**src/rtl/qspi_pkg.sv**
```systemverilog
// Shared definitions for the QSPI boot-ROM read path.
package qspi_pkg;
    localparam logic [7:0] QSPI_CMD_READ_QO = 8'h6B;
    localparam int         FLASH_AW         = 24;
    localparam logic       PORT0            = 1'b0;
    localparam logic       PORT1            = 1'b1;

    typedef enum logic [2:0] {
        IDLE,
        CMD,
        ADDR,
        DUMMY,
        DATA,
        HOLD,
        CSHI
    } qspi_state_e;
endpackage

```
**src/rtl/qspi_phy_shift.sv**
```systemverilog
// SCLK phase generator and 32-bit shifter for the QSPI pads.
// Serial-out mode shifts MSB first on IO0; quad mode shifts io_di in.
module qspi_phy_shift
    import qspi_pkg::*;
(
    input  logic        clk,
    input  logic        rst_n,
    input  logic        start,
    input  logic        start_ph,
    input  logic        quad,
    input  logic [5:0]  nbits,
    input  logic [31:0] din,
    input  logic [3:0]  io_di,
    output logic        sclk,
    output logic        io0,
    output logic        last,
    output logic [7:0]  rx_byte
);
    logic        busy_q, busy_d;
    logic        ph_q, ph_d;
    logic        quad_q, quad_d;
    logic [5:0]  cnt_q, cnt_d;
    logic [31:0] sh_q, sh_d;

    assign sclk    = ph_q;
    assign io0     = sh_q[31];
    assign last    = busy_q & ph_q & (cnt_q == 6'd1);
    assign rx_byte = {sh_q[3:0], io_di};

    // A start in the same cycle as last chains segments with no SCLK gap.
    always_comb begin
        busy_d = busy_q;
        ph_d   = ph_q;
        quad_d = quad_q;
        cnt_d  = cnt_q;
        sh_d   = sh_q;
        if (start) begin
            busy_d = 1'b1;
            ph_d   = start_ph;
            quad_d = quad;
            cnt_d  = nbits;
            sh_d   = din;
        end else if (busy_q) begin
            ph_d = ~ph_q;
            if (ph_q) begin
                cnt_d = cnt_q - 6'd1;
                sh_d  = quad_q ? {sh_q[27:0], io_di} : {sh_q[30:0], 1'b0};
                if (cnt_q == 6'd1) begin
                    busy_d = 1'b0;
                end
            end
        end
    end

    always_ff @(posedge clk) begin
        if (!rst_n) begin
            busy_q <= 1'b0;
            ph_q   <= 1'b0;
            quad_q <= 1'b0;
            cnt_q  <= '0;
            sh_q   <= '0;
        end else begin
            busy_q <= busy_d;
            ph_q   <= ph_d;
            quad_q <= quad_d;
            cnt_q  <= cnt_d;
            sh_q   <= sh_d;
        end
    end
endmodule

```
**src/rtl/qspi_rom_arbiter.sv**
```systemverilog
// Two-port read arbiter for a W25Q QSPI flash using Quad Output Fast Read,
// with CS# held low between bytes for sequential streaming.
module qspi_rom_arbiter
    import qspi_pkg::*;
#(
    parameter int DUMMY_SCLK   = 8,
    parameter int HOLD_TIMEOUT = 15,
    parameter int CS_HIGH_MIN  = 2
) (
    input  logic                clk,
    input  logic                rst_n,
    input  logic                req0_valid,
    input  logic [FLASH_AW-1:0] req0_addr,
    output logic                req0_done,
    input  logic                req1_valid,
    input  logic [FLASH_AW-1:0] req1_addr,
    output logic                req1_done,
    output logic [7:0]          rdata,
    output logic                cs_n,
    output logic                sclk,
    output logic [3:0]          io_do,
    output logic [3:0]          io_oe,
    input  logic [3:0]          io_di
);
    localparam int CW = $clog2(HOLD_TIMEOUT + CS_HIGH_MIN + 1);

    qspi_state_e         state_q, state_d;
    logic                gnt_q, gnt_d;
    logic [FLASH_AW-1:0] addr_q, addr_d;
    logic [CW-1:0]       cnt_q, cnt_d;
    logic                done0_q, done0_d;
    logic                done1_q, done1_d;
    logic [7:0]          rdata_q, rdata_d;

    logic                phy_start, phy_ph, phy_quad, phy_io0, phy_last;
    logic [5:0]          phy_nbits;
    logic [31:0]         phy_din;
    logic [7:0]          phy_rx;

    logic                win_valid, win_port, shift_out;
    logic [FLASH_AW-1:0] win_addr, next_addr;

    assign win_valid = req0_valid | req1_valid;
    assign win_port  = req0_valid ? PORT0 : PORT1;
    assign win_addr  = req0_valid ? req0_addr : req1_addr;
    assign next_addr = addr_q + 24'd1;

    assign shift_out = (state_q == CMD) || (state_q == ADDR);
    assign cs_n      = (state_q == IDLE) || (state_q == CSHI);
    assign io_oe     = {3'b000, shift_out};
    assign io_do     = {3'b000, shift_out & phy_io0};
    assign req0_done = done0_q;
    assign req1_done = done1_q;
    assign rdata     = rdata_q;

    always_comb begin
        state_d   = state_q;
        gnt_d     = gnt_q;
        addr_d    = addr_q;
        cnt_d     = cnt_q;
        done0_d   = 1'b0;
        done1_d   = 1'b0;
        rdata_d   = rdata_q;
        phy_start = 1'b0;
        phy_ph    = 1'b0;
        phy_quad  = 1'b0;
        phy_nbits = 6'd2;
        phy_din   = '0;
        unique case (state_q)
            IDLE: begin
                if (win_valid) begin
                    gnt_d     = win_port;
                    addr_d    = win_addr;
                    state_d   = CMD;
                    phy_start = 1'b1;
                    phy_nbits = 6'd8;
                    phy_din   = {QSPI_CMD_READ_QO, 24'h0};
                end
            end
            CMD: begin
                if (phy_last) begin
                    state_d   = ADDR;
                    phy_start = 1'b1;
                    phy_nbits = 6'd24;
                    phy_din   = {addr_q, 8'h00};
                end
            end
            ADDR: begin
                if (phy_last) begin
                    phy_start = 1'b1;
                    if (DUMMY_SCLK == 0) begin
                        state_d  = DATA;
                        phy_quad = 1'b1;
                    end else begin
                        state_d   = DUMMY;
                        phy_nbits = 6'(DUMMY_SCLK);
                    end
                end
            end
            DUMMY: begin
                if (phy_last) begin
                    state_d   = DATA;
                    phy_start = 1'b1;
                    phy_quad  = 1'b1;
                end
            end
            DATA: begin
                if (phy_last) begin
                    state_d = HOLD;
                    cnt_d   = '0;
                    rdata_d = phy_rx;
                    done0_d = (gnt_q == PORT0);
                    done1_d = (gnt_q == PORT1);
                end
            end
            HOLD: begin
                // The flash already drove the next high nibble, so resume on a high SCLK phase.
                if (win_valid && (win_addr == next_addr)) begin
                    gnt_d     = win_port;
                    addr_d    = win_addr;
                    state_d   = DATA;
                    phy_start = 1'b1;
                    phy_ph    = 1'b1;
                    phy_quad  = 1'b1;
                end else if (win_valid || (cnt_q == CW'(HOLD_TIMEOUT - 1))) begin
                    state_d = CSHI;
                    cnt_d   = '0;
                end else begin
                    cnt_d = cnt_q + 1'b1;
                end
            end
            CSHI: begin
                if (cnt_q == CW'(CS_HIGH_MIN - 1)) begin
                    state_d = IDLE;
                end else begin
                    cnt_d = cnt_q + 1'b1;
                end
            end
            default: state_d = IDLE;
        endcase
    end

    always_ff @(posedge clk) begin
        if (!rst_n) begin
            state_q <= IDLE;
            gnt_q   <= PORT0;
            addr_q  <= '0;
            cnt_q   <= '0;
            done0_q <= 1'b0;
            done1_q <= 1'b0;
            rdata_q <= '0;
        end else begin
            state_q <= state_d;
            gnt_q   <= gnt_d;
            addr_q  <= addr_d;
            cnt_q   <= cnt_d;
            done0_q <= done0_d;
            done1_q <= done1_d;
            rdata_q <= rdata_d;
        end
    end

    qspi_phy_shift u_phy (
        .clk      (clk),
        .rst_n    (rst_n),
        .start    (phy_start),
        .start_ph (phy_ph),
        .quad     (phy_quad),
        .nbits    (phy_nbits),
        .din      (phy_din),
        .io_di    (io_di),
        .sclk     (sclk),
        .io0      (phy_io0),
        .last     (phy_last),
        .rx_byte  (phy_rx)
    );
endmodule

```
**config.mk**
```make
export PLATFORM = sky130hd
export DESIGN_NAME = qspi_rom_arbiter
export DESIGN_NICKNAME = d
export VERILOG_FILES = /design/src/rtl/qspi_pkg.sv /design/src/rtl/qspi_phy_shift.sv /design/src/rtl/qspi_rom_arbiter.sv
export SDC_FILE = /design/constraint.sdc
export NUM_CORES = 1
export LEC_CHECK = 0
export ABC_AREA = 1
export BUFFER_PORTS_ARGS = -buffer_cell sky130_fd_sc_hd__buf_2
export CAP_MARGIN = 20
export CORE_UTILIZATION = 45
export CTS_CLUSTER_DIAMETER = 60
export DETAILED_ROUTE_END_ITERATION = 16
export SLEW_MARGIN = 10
export SYNTH_ARGS = -nofsm -noshare
export SYNTH_HDL_FRONTEND = slang
export SYNTH_SLANG_ARGS = --single-unit
export TNS_END_PERCENT = 50
```
**constraint.sdc**
```tcl
create_clock -name clk -period 2.7 [get_ports clk]
set_input_delay 0.81 -clock clk [delete_from_list [all_inputs] [get_ports clk]]
set_output_delay 0.81 -clock clk [all_outputs]
set_load 0.01 [all_outputs]
```
Word-level counts from Yosys, hierarchy flattened:

Index checks and enable logic that the tools add are counted.

* output and inout port bits: 20
* bits of input ports: 56
* word-level logic and storage cells: 105
* flip-flop bits (word level): 84

* reductions and logical operators: 16
* bitwise logic cells: 6
* eq/ne operators: 20
* add/subtract/negate cells: 3
* muxes and demuxes: 48

Operators by type and width (count)
* 2-to-1 mux 32 bit: 5
* 2-to-1 mux 24 bit: 3
* case mux 32 bit (2 select lines): 1
* case mux 24 bit (2 select lines): 1
* 2-to-1 mux 31 bit: 1
* case mux 5 bit (3 select lines): 2
* 2-to-1 mux 5 bit: 5
* adder 24 x 1 -> 24 bit (second input constant): 1
* equality test 24 bit: 1
* 2-to-1 mux 3 bit: 8
* case mux 3 bit (7 select lines): 1
* 2-to-1 mux 6 bit: 3
* != test 2 bit (second input constant): 8
* 2-to-1 mux 1 bit: 13
* equality test 3 bit (second input constant): 3
* 2-to-1 mux 4 bit: 2
* AND reduction 7 bit: 1
* equality test 3 x 2 -> 1 bit (second input constant): 2
* equality test 6 x 1 -> 1 bit (second input constant): 1
* AND reduction 3 bit: 2
* nonzero test 2 bit: 3
* subtractor 6 x 1 -> 6 bit (second input constant): 1
* adder 5 x 1 -> 5 bit (second input constant): 1
* equality test 5 x 1 -> 1 bit (second input constant): 1
* 16 further kinds: 23

Longest topological paths before layout:

* word-level depth: 7
* mapped depth: 19

Cells and area by module:

From an unflattened synthesis, not the netlist that was laid out.

* cell total of the unflattened synthesis: 1065
* area total of the unflattened synthesis: 6133.4 um^2

Modules (own cells, without submodules)
* qspi_rom_arbiter: area each 3807.4 um^2, times used 1, cells an instance 704, seq. area each 860.8 um^2
* qspi_phy_shift: area each 2326.0 um^2, times used 1, cells an instance 361, seq. area each 820.8 um^2

Worst setup path after synthesis:

No wires, ideal clock.

* kind: input to register
* start: in req0_valid
* end: reg u_phy.sh_q[19]
* stages on the path: 17
* path buffers: 3
* data required time: 2588 ps
* arrival time: 2434 ps
* setup slack: 155 ps
* cell sequence: buf_2 inv_2 buf_2 nand2_1 nand3_1 nand2_1 nor2_1 nor2_1 nor2_1 nand3_1 nor2_1 nand4_2 nand3_1 buf_4 nand2_1 nor2_1 nor2_1

* cells in the longest elaborated chain, start to end: 7
* elaborated cells on any way between the ends: 11
* those cells by class: eq/ne (1); mux (5); bitwise (1); reduce/logical (4)

Ends and longest elaborated chain
* start, declared: RTL line qspi_rom_arbiter.sv:12 `input logic req0_valid,`
* 2-to-1 mux 24 bit: RTL line qspi_rom_arbiter.sv:45 `assign win_addr = req0_valid ? req0_addr : req1_addr;`
* equality test 24 bit: RTL line qspi_rom_arbiter.sv:118 `if (win_valid && (win_addr == next_addr)) begin`
* logical AND 1 bit: RTL line qspi_rom_arbiter.sv:118
* 2-to-1 mux 1 bit: RTL line qspi_rom_arbiter.sv:118
* case mux 1 bit (3 select lines) (*): RTL line qspi_rom_arbiter.sv:69 `unique case (state_q)`
* nonzero test 2 bit (no line)
* AND reduction 2 bit (no line)
* end signal, assigned: RTL line qspi_phy_shift.sv:61 `sh_q <= '0;`
* end signal, assigned: RTL line qspi_phy_shift.sv:67 `sh_q <= sh_d;`
* end, declared: RTL line qspi_phy_shift.sv:23 `logic [31:0] sh_q, sh_d;`

Mark *: on every way between the ends. The rest lies on a longest branch, timed or not.
A chain may end at the register's enable or synchronous reset.

Worst setup path after layout:

* start: reg addr_q[0]
* end: reg u_phy.sh_q[15]

* cells in the longest elaborated chain, start to end: 7
* elaborated cells on any way between the ends: 9
* those cells by class: add/sub (1); eq/ne (1); mux (3); reduce/logical (4)

Ends and longest elaborated chain
* start, declared: RTL line qspi_rom_arbiter.sv:29 `logic [FLASH_AW-1:0] addr_q, addr_d;`
* start signal, assigned: RTL line qspi_rom_arbiter.sv:155 `addr_q <= addr_d;`
* adder 24 x 1 -> 24 bit (*): RTL line qspi_rom_arbiter.sv:46 `assign next_addr = addr_q + 24'd1;`
* equality test 24 bit (*): RTL line qspi_rom_arbiter.sv:118
* logical AND 1 bit (*): RTL line qspi_rom_arbiter.sv:118
* 2-to-1 mux 1 bit (*): RTL line qspi_rom_arbiter.sv:118
* case mux 1 bit (3 select lines) (*): RTL line qspi_rom_arbiter.sv:69
* nonzero test 2 bit (no line)
* AND reduction 2 bit (no line)

Marked as above.

==> impl_metrics.prom <==
# TYPE chip_impl_metric gauge
chip_impl_metric{name="global_route.usage.met3",unit=""} 0.0330
chip_impl_metric{name="antenna_violating_nets_post_route",unit=""} 0
chip_impl_info{name="synth_flop_cell",value="dfxtp_1"} 1
chip_impl_metric{name="reg2reg_slack",unit="ns"} 0.15
chip_impl_metric{name="critPathRequiredTime",unit="ns"} 2.94
chip_impl_metric{name="hpwlAfterDp",unit="µm"} 12500
chip_impl_metric{name="net_switching_power_figure",unit="µW"} 2960
chip_impl_metric{name="slew_headroom",unit=""} 0.558
chip_impl_metric{name="layout.nets",unit=""} 1202
chip_impl_metric{name="timing.final.hold_violations",unit=""} 0
chip_impl_metric{name="share_of_layout_cells_above_drive_strength_1",unit=""} 0.158
chip_impl_metric{name="tritoncts_num_sinks",unit=""} 84
chip_impl_metric{name="combinationalPowerShare",unit=""} 0.524
chip_impl_metric{name="layout_min_cycle_time",unit="ns"} 2.55
chip_impl_metric{name="crit_path_max_fanout",unit=""} 14
chip_impl_metric{name="drt_first_iter_violations",unit=""} 501
chip_impl_metric{name="synth_compound_area_frac",unit=""} 0.110
chip_impl_metric{name="postSynth.asyncResetShare",unit=""} 0
chip_impl_metric{name="cts-buffers-inserted",unit=""} 9
chip_impl_metric{name="fin_cells",unit=""} 1316
chip_impl_info{name="outcome",value="completed"} 1
chip_impl_metric{name="max_cap_violations",unit=""} 0
chip_impl_metric{name="drc",unit=""} 0
chip_impl_info{name="setup.worst_path.end_class",value="register"} 1
chip_impl_metric{name="share_of_cell_area_taken_by_muxes_after_synthesis",unit=""} 0
chip_impl_metric{name="post_synth_adder_cell_area",unit=""} 0.0126
chip_impl_metric{name="grt_util_met2",unit=""} 0.442
chip_impl_metric{name="n_antenna_cell",unit=""} 0
chip_impl_metric{name="largest_net_degree_at_the_start_of_global_routing",unit=""} 58
chip_impl_metric{name="routed_wl",unit="µm"} 17300
chip_impl_metric{name="yosys_warnings",unit=""} 0
chip_impl_metric{name="syn-mean-instance-area",unit="µm²"} 5.70
chip_impl_metric{name="synth_xor_xnor_area_share",unit=""} 0.0147
chip_impl_metric{name="swShare",unit=""} 0.438
chip_impl_metric{name="place_inst",unit=""} 1292
chip_impl_metric{name="post_drt_via_cell_ratio",unit=""} 4.96
chip_impl_metric{name="synthesis.instances",unit=""} 1043
chip_impl_info{name="timing.rr.start",value="addr_q[0]"} 1
chip_impl_metric{name="pre_cts_ws",unit="ns"} -0.293
chip_impl_metric{name="floorplan.core_area",unit="µm²"} 12800
chip_impl_metric{name="yosysUniqueCellTypes",unit=""} 37
chip_impl_info{name="critPathCapture",value="u_phy.sh_q[15]"} 1
chip_impl_metric{name="rows",unit=""} 41
chip_impl_metric{name="p_leak",unit="µW"} 0.00352
chip_impl_metric{name="source_to_sink_clock_delay_at_the_later_pin_of_the_worst_skew_pair",unit="ns"} 0.35
chip_impl_metric{name="final.fill_count",unit=""} 1385
chip_impl_metric{name="io_buffer_count",unit=""} 69
chip_impl_metric{name="irDropWorstVdd",unit="mV"} 0.454
chip_impl_metric{name="timing_worst_slew_pin_value",unit="ns"} 0.662
chip_impl_metric{name="postSynthRegisterBits",unit=""} 84
chip_impl_metric{name="report.final.setup_viol",unit=""} 0
chip_impl_metric{name="timing.critical_path.arrival",unit="ns"} 2.80
chip_impl_metric{name="maxSlewViolCount",unit=""} 0
chip_impl_info{name="critical_path.reg2reg.endpoint",value="u_phy.sh_q[15]"} 1
chip_impl_metric{name="final.setup_skew",unit="ns"} 0.0120
chip_impl_metric{name="synth_top_area_frac",unit=""} 0.283
chip_impl_metric{name="fp.dieArea",unit="µm²"} 13700
chip_impl_metric{name="fp.dieW",unit="µm"} 117
chip_impl_info{name="startpoint_type",value="register"} 1
chip_impl_info{name="timing.critical_path.from",value="addr_q[0]"} 1
chip_impl_metric{name="fin_hold_ws",unit="ns"} 0.462
chip_impl_metric{name="sequential_cell_area",unit="µm²"} 1680
chip_impl_info{name="synth_top_family_by_area",value="simple AND/OR/NAND/NOR gates"} 1
chip_impl_metric{name="power.share.clock",unit=""} 0.184
chip_impl_metric{name="use_met1",unit=""} 0.343
chip_impl_metric{name="post_dr_wirelength_cell",unit="µm"} 13.2
chip_impl_metric{name="ys_seq_area_frac",unit=""} 0.283
chip_impl_info{name="netlist_top_cells_area",value="dfxtp_1 (28%), nand2_1 (21%), nor2_1 (9.4%), nand3_1 (7.7%), inv_1 (7.5%)"} 1
chip_impl_metric{name="grtUsageTotal",unit=""} 0.260
chip_impl_metric{name="grt_pass1_vias",unit=""} 5754
chip_impl_metric{name="initial_core_util",unit=""} 0.465
chip_impl_metric{name="tot_pwr",unit="µW"} 6750
chip_impl_metric{name="cts-root-to-sink-buffers",unit=""} 2
chip_impl_metric{name="grt_antenna_before_repair",unit=""} 0
chip_impl_metric{name="max_freq",unit="GHz"} 0.392
chip_impl_metric{name="reg2regPathDepth",unit=""} 16
chip_impl_metric{name="firstDrtPassIters",unit=""} 5
chip_impl_metric{name="period_share",unit=""} 0.945
chip_impl_info{name="grt.busiest_layer",value="met2"} 1
chip_impl_metric{name="grt_overflow",unit=""} 0
chip_impl_info{name="cts_tree",value="yes"} 1
chip_impl_metric{name="number_of_hold_repair_buffers_added_at_the_cts_stage",unit=""} 0
chip_impl_info{name="setup.worst_path.class",value="register to register"} 1
chip_impl_metric{name="wire_length_of_the_first_global_routing_pass",unit="µm"} 27600
chip_impl_metric{name="via_count",unit=""} 6529
chip_impl_metric{name="synth_edf_count",unit=""} 0
chip_impl_metric{name="syn_area",unit="µm²"} 5940
chip_impl_metric{name="setup_slack",unit="ns"} 0.148
chip_impl_metric{name="design.portCount",unit=""} 76
chip_impl_metric{name="die_h",unit="µm"} 117
chip_impl_info{name="worst_hold_path_type",value="register to register"} 1
chip_impl_metric{name="power.density_cell_area",unit="nW/µm²"} 922
chip_impl_info{name="cts.root.buffer_cell",value="clkbuf_16"} 1
chip_impl_metric{name="multi_input_logic_area",unit="µm²"} 3650
chip_impl_metric{name="cts_htree_levels",unit=""} 3
chip_impl_metric{name="cts.clk_slew.worst_paths",unit="ns"} 0.06
chip_impl_metric{name="synth_simple_gate_area_frac",unit=""} 0.455
chip_impl_metric{name="internal_power",unit="µW"} 3800
chip_impl_metric{name="area_growth_syn_to_layout",unit="%"} 23.3
chip_impl_metric{name="finalWeightedCongestion",unit=""} 0.868
chip_impl_metric{name="power_frac_seq",unit=""} 0.292
chip_impl_info{name="yosysTopAreaCell",value="dfxtp_1"} 1
-- flip-flops by register name, summed over array words and instances, names as in the netlist --
register      flops
u_phy.sclk        1
req0_done         1
req1_done         1
u_phy.busy_q      1
gnt_q             1
state_q           3
cnt_q             5
rdata             8
u_phy.cnt_q       6
addr_q           24
u_phy.sh_q       32
u_phy.quad_q      1
-- power groups by stage --
stage / clock network, µW / registers (µW) / logic, µW
floorplan: 0 / 1890 / 2380
global placement: 0 / 1980 / 3440
detailed placement: 0 / 1980 / 3450
CTS: 1260 / 1960 / 3460
global route: 1310 / 2020 / 4010
finish: 1240 / 1970 / 3540
-- how the worst min path moves through the flow --
stage                      to     start  depth (start not counted)  slack, ns
finish               rdata[2]  rdata[2]                          2       0.46
global route         rdata[7]  rdata[7]                          2       0.48
CTS                  rdata[0]  rdata[0]                          2       0.47
detailed placement   rdata[4]  rdata[4]                          2       0.45
global placement     rdata[1]  rdata[1]                          2       0.45
floorplan           req0_done     gnt_q                          1       0.42
-- through the flow --
stage | TNS, ns | area [µm²] | utilization
after floorplan | 0 | 5960 | -
after global placement | -13.79 | 6820 | 0.534
after detailed placement | -15.09 | 6820 | 0.534
after CTS | 0 | 7100 | 0.556
after global routing | -0.788 | 7330 | 0.574
final | 0 | 7330 | 0.574
-- layer usage --
| layer | part of all wire | up-vias |
|---|---|---|
| met1 | 0.48 | 2873 |
| li1 | - | 3484 |
| met5 | 0 | - |
| met2 | 0.47 | 156 |
| met4 | 0.013 | 0 |
| met3 | 0.042 | 16 |
-- logic make-up after synthesis --
group,after synthesis
AND/OR/NAND/NOR,640
buffers and inverters,177
AO/OA/AOI/OAI,125
flip-flops,84
XOR/XNOR,10
adder cells (fa/ha/maj),6
other,1
-- worst max-delay path: stages, from the launching register on --
cell and delay, ns:
dfxtp_1 0.37, ha_4 0.17, nand2_2 0.09, nor2_4 0.21, nand2_2 0.12, nor2_4 0.18, nand2_1 0.08, xor2_1 0.17
nand3_2 0.12, nor2_4 0.16, nand4_4 0.17, buf_6 0.20, clkbuf_16 0.17, nand3_1 0.07, nand2_1 0.05, nor2_1 0.08
nor2_1 0.04
-- cells in the mapped netlist, types with 2 or more instances --
cell / n
nand4_1: 33
nand3_1: 91
o21ai_1: 8
a211oi_1: 7
clkbuf_1: 20
a21oi_1: 55
inv_1: 118
xor2_1: 7
nand3b_1: 4
clkinv_1: 4
buf_1: 4
buf_6: 2
xnor2_1: 3
nor2_1: 149
dfxtp_1: 84
nand2_2: 5
nor3_1: 9
ha_1: 6
nand2_1: 334
or2_2: 2
buf_4: 10
nor3b_1: 2
nor2_4: 3
o21ai_0: 51
buf_2: 17
nor2_2: 3
and2_1: 2
-- layout make-up --
type / count / share of cell area
inverter: 124 / 0.0639
sequential: 84 / 0.230
multi-input combinational: 787 / 0.498
clock inverter: 4 / 0.00666
tap: 172 / 0.0294
clock buffer: 11 / 0.0318
timing repair buffer: 134 / 0.141
-- placed cells by master, fill, tap and decap left out, types with 2 or more instances in the layout --
cell type,count
o21ai_0,49
nand3_2,3
clkinv_2,2
nor2_2,5
ha_1,5
o21ai_1,10
nand4_1,33
conb_1,6
dfxtp_2,2
nor3b_1,2
nor2_1,143
buf_6,4
nand3_4,2
xor2_1,7
inv_1,118
a211oi_1,7
and2_1,2
or2_2,2
clkbuf_16,11
nand2_1,330
nand3b_1,4
nand3_1,87
nand2_2,8
a21oi_1,55
nor3_1,9
xnor2_1,3
dfxtp_1,82
nor2_4,7
buf_12,12
clkbuf_1,2
buf_2,69
buf_4,47
clkinv_1,4
-- timing repair --
action | 4_1_cts | 5_1_grt
setup endpoints to repair | 0 | 71
setup buffers | 0 | 7
resized for setup | 0 | 32
Note: power is estimated with default switching activity, not from simulation.
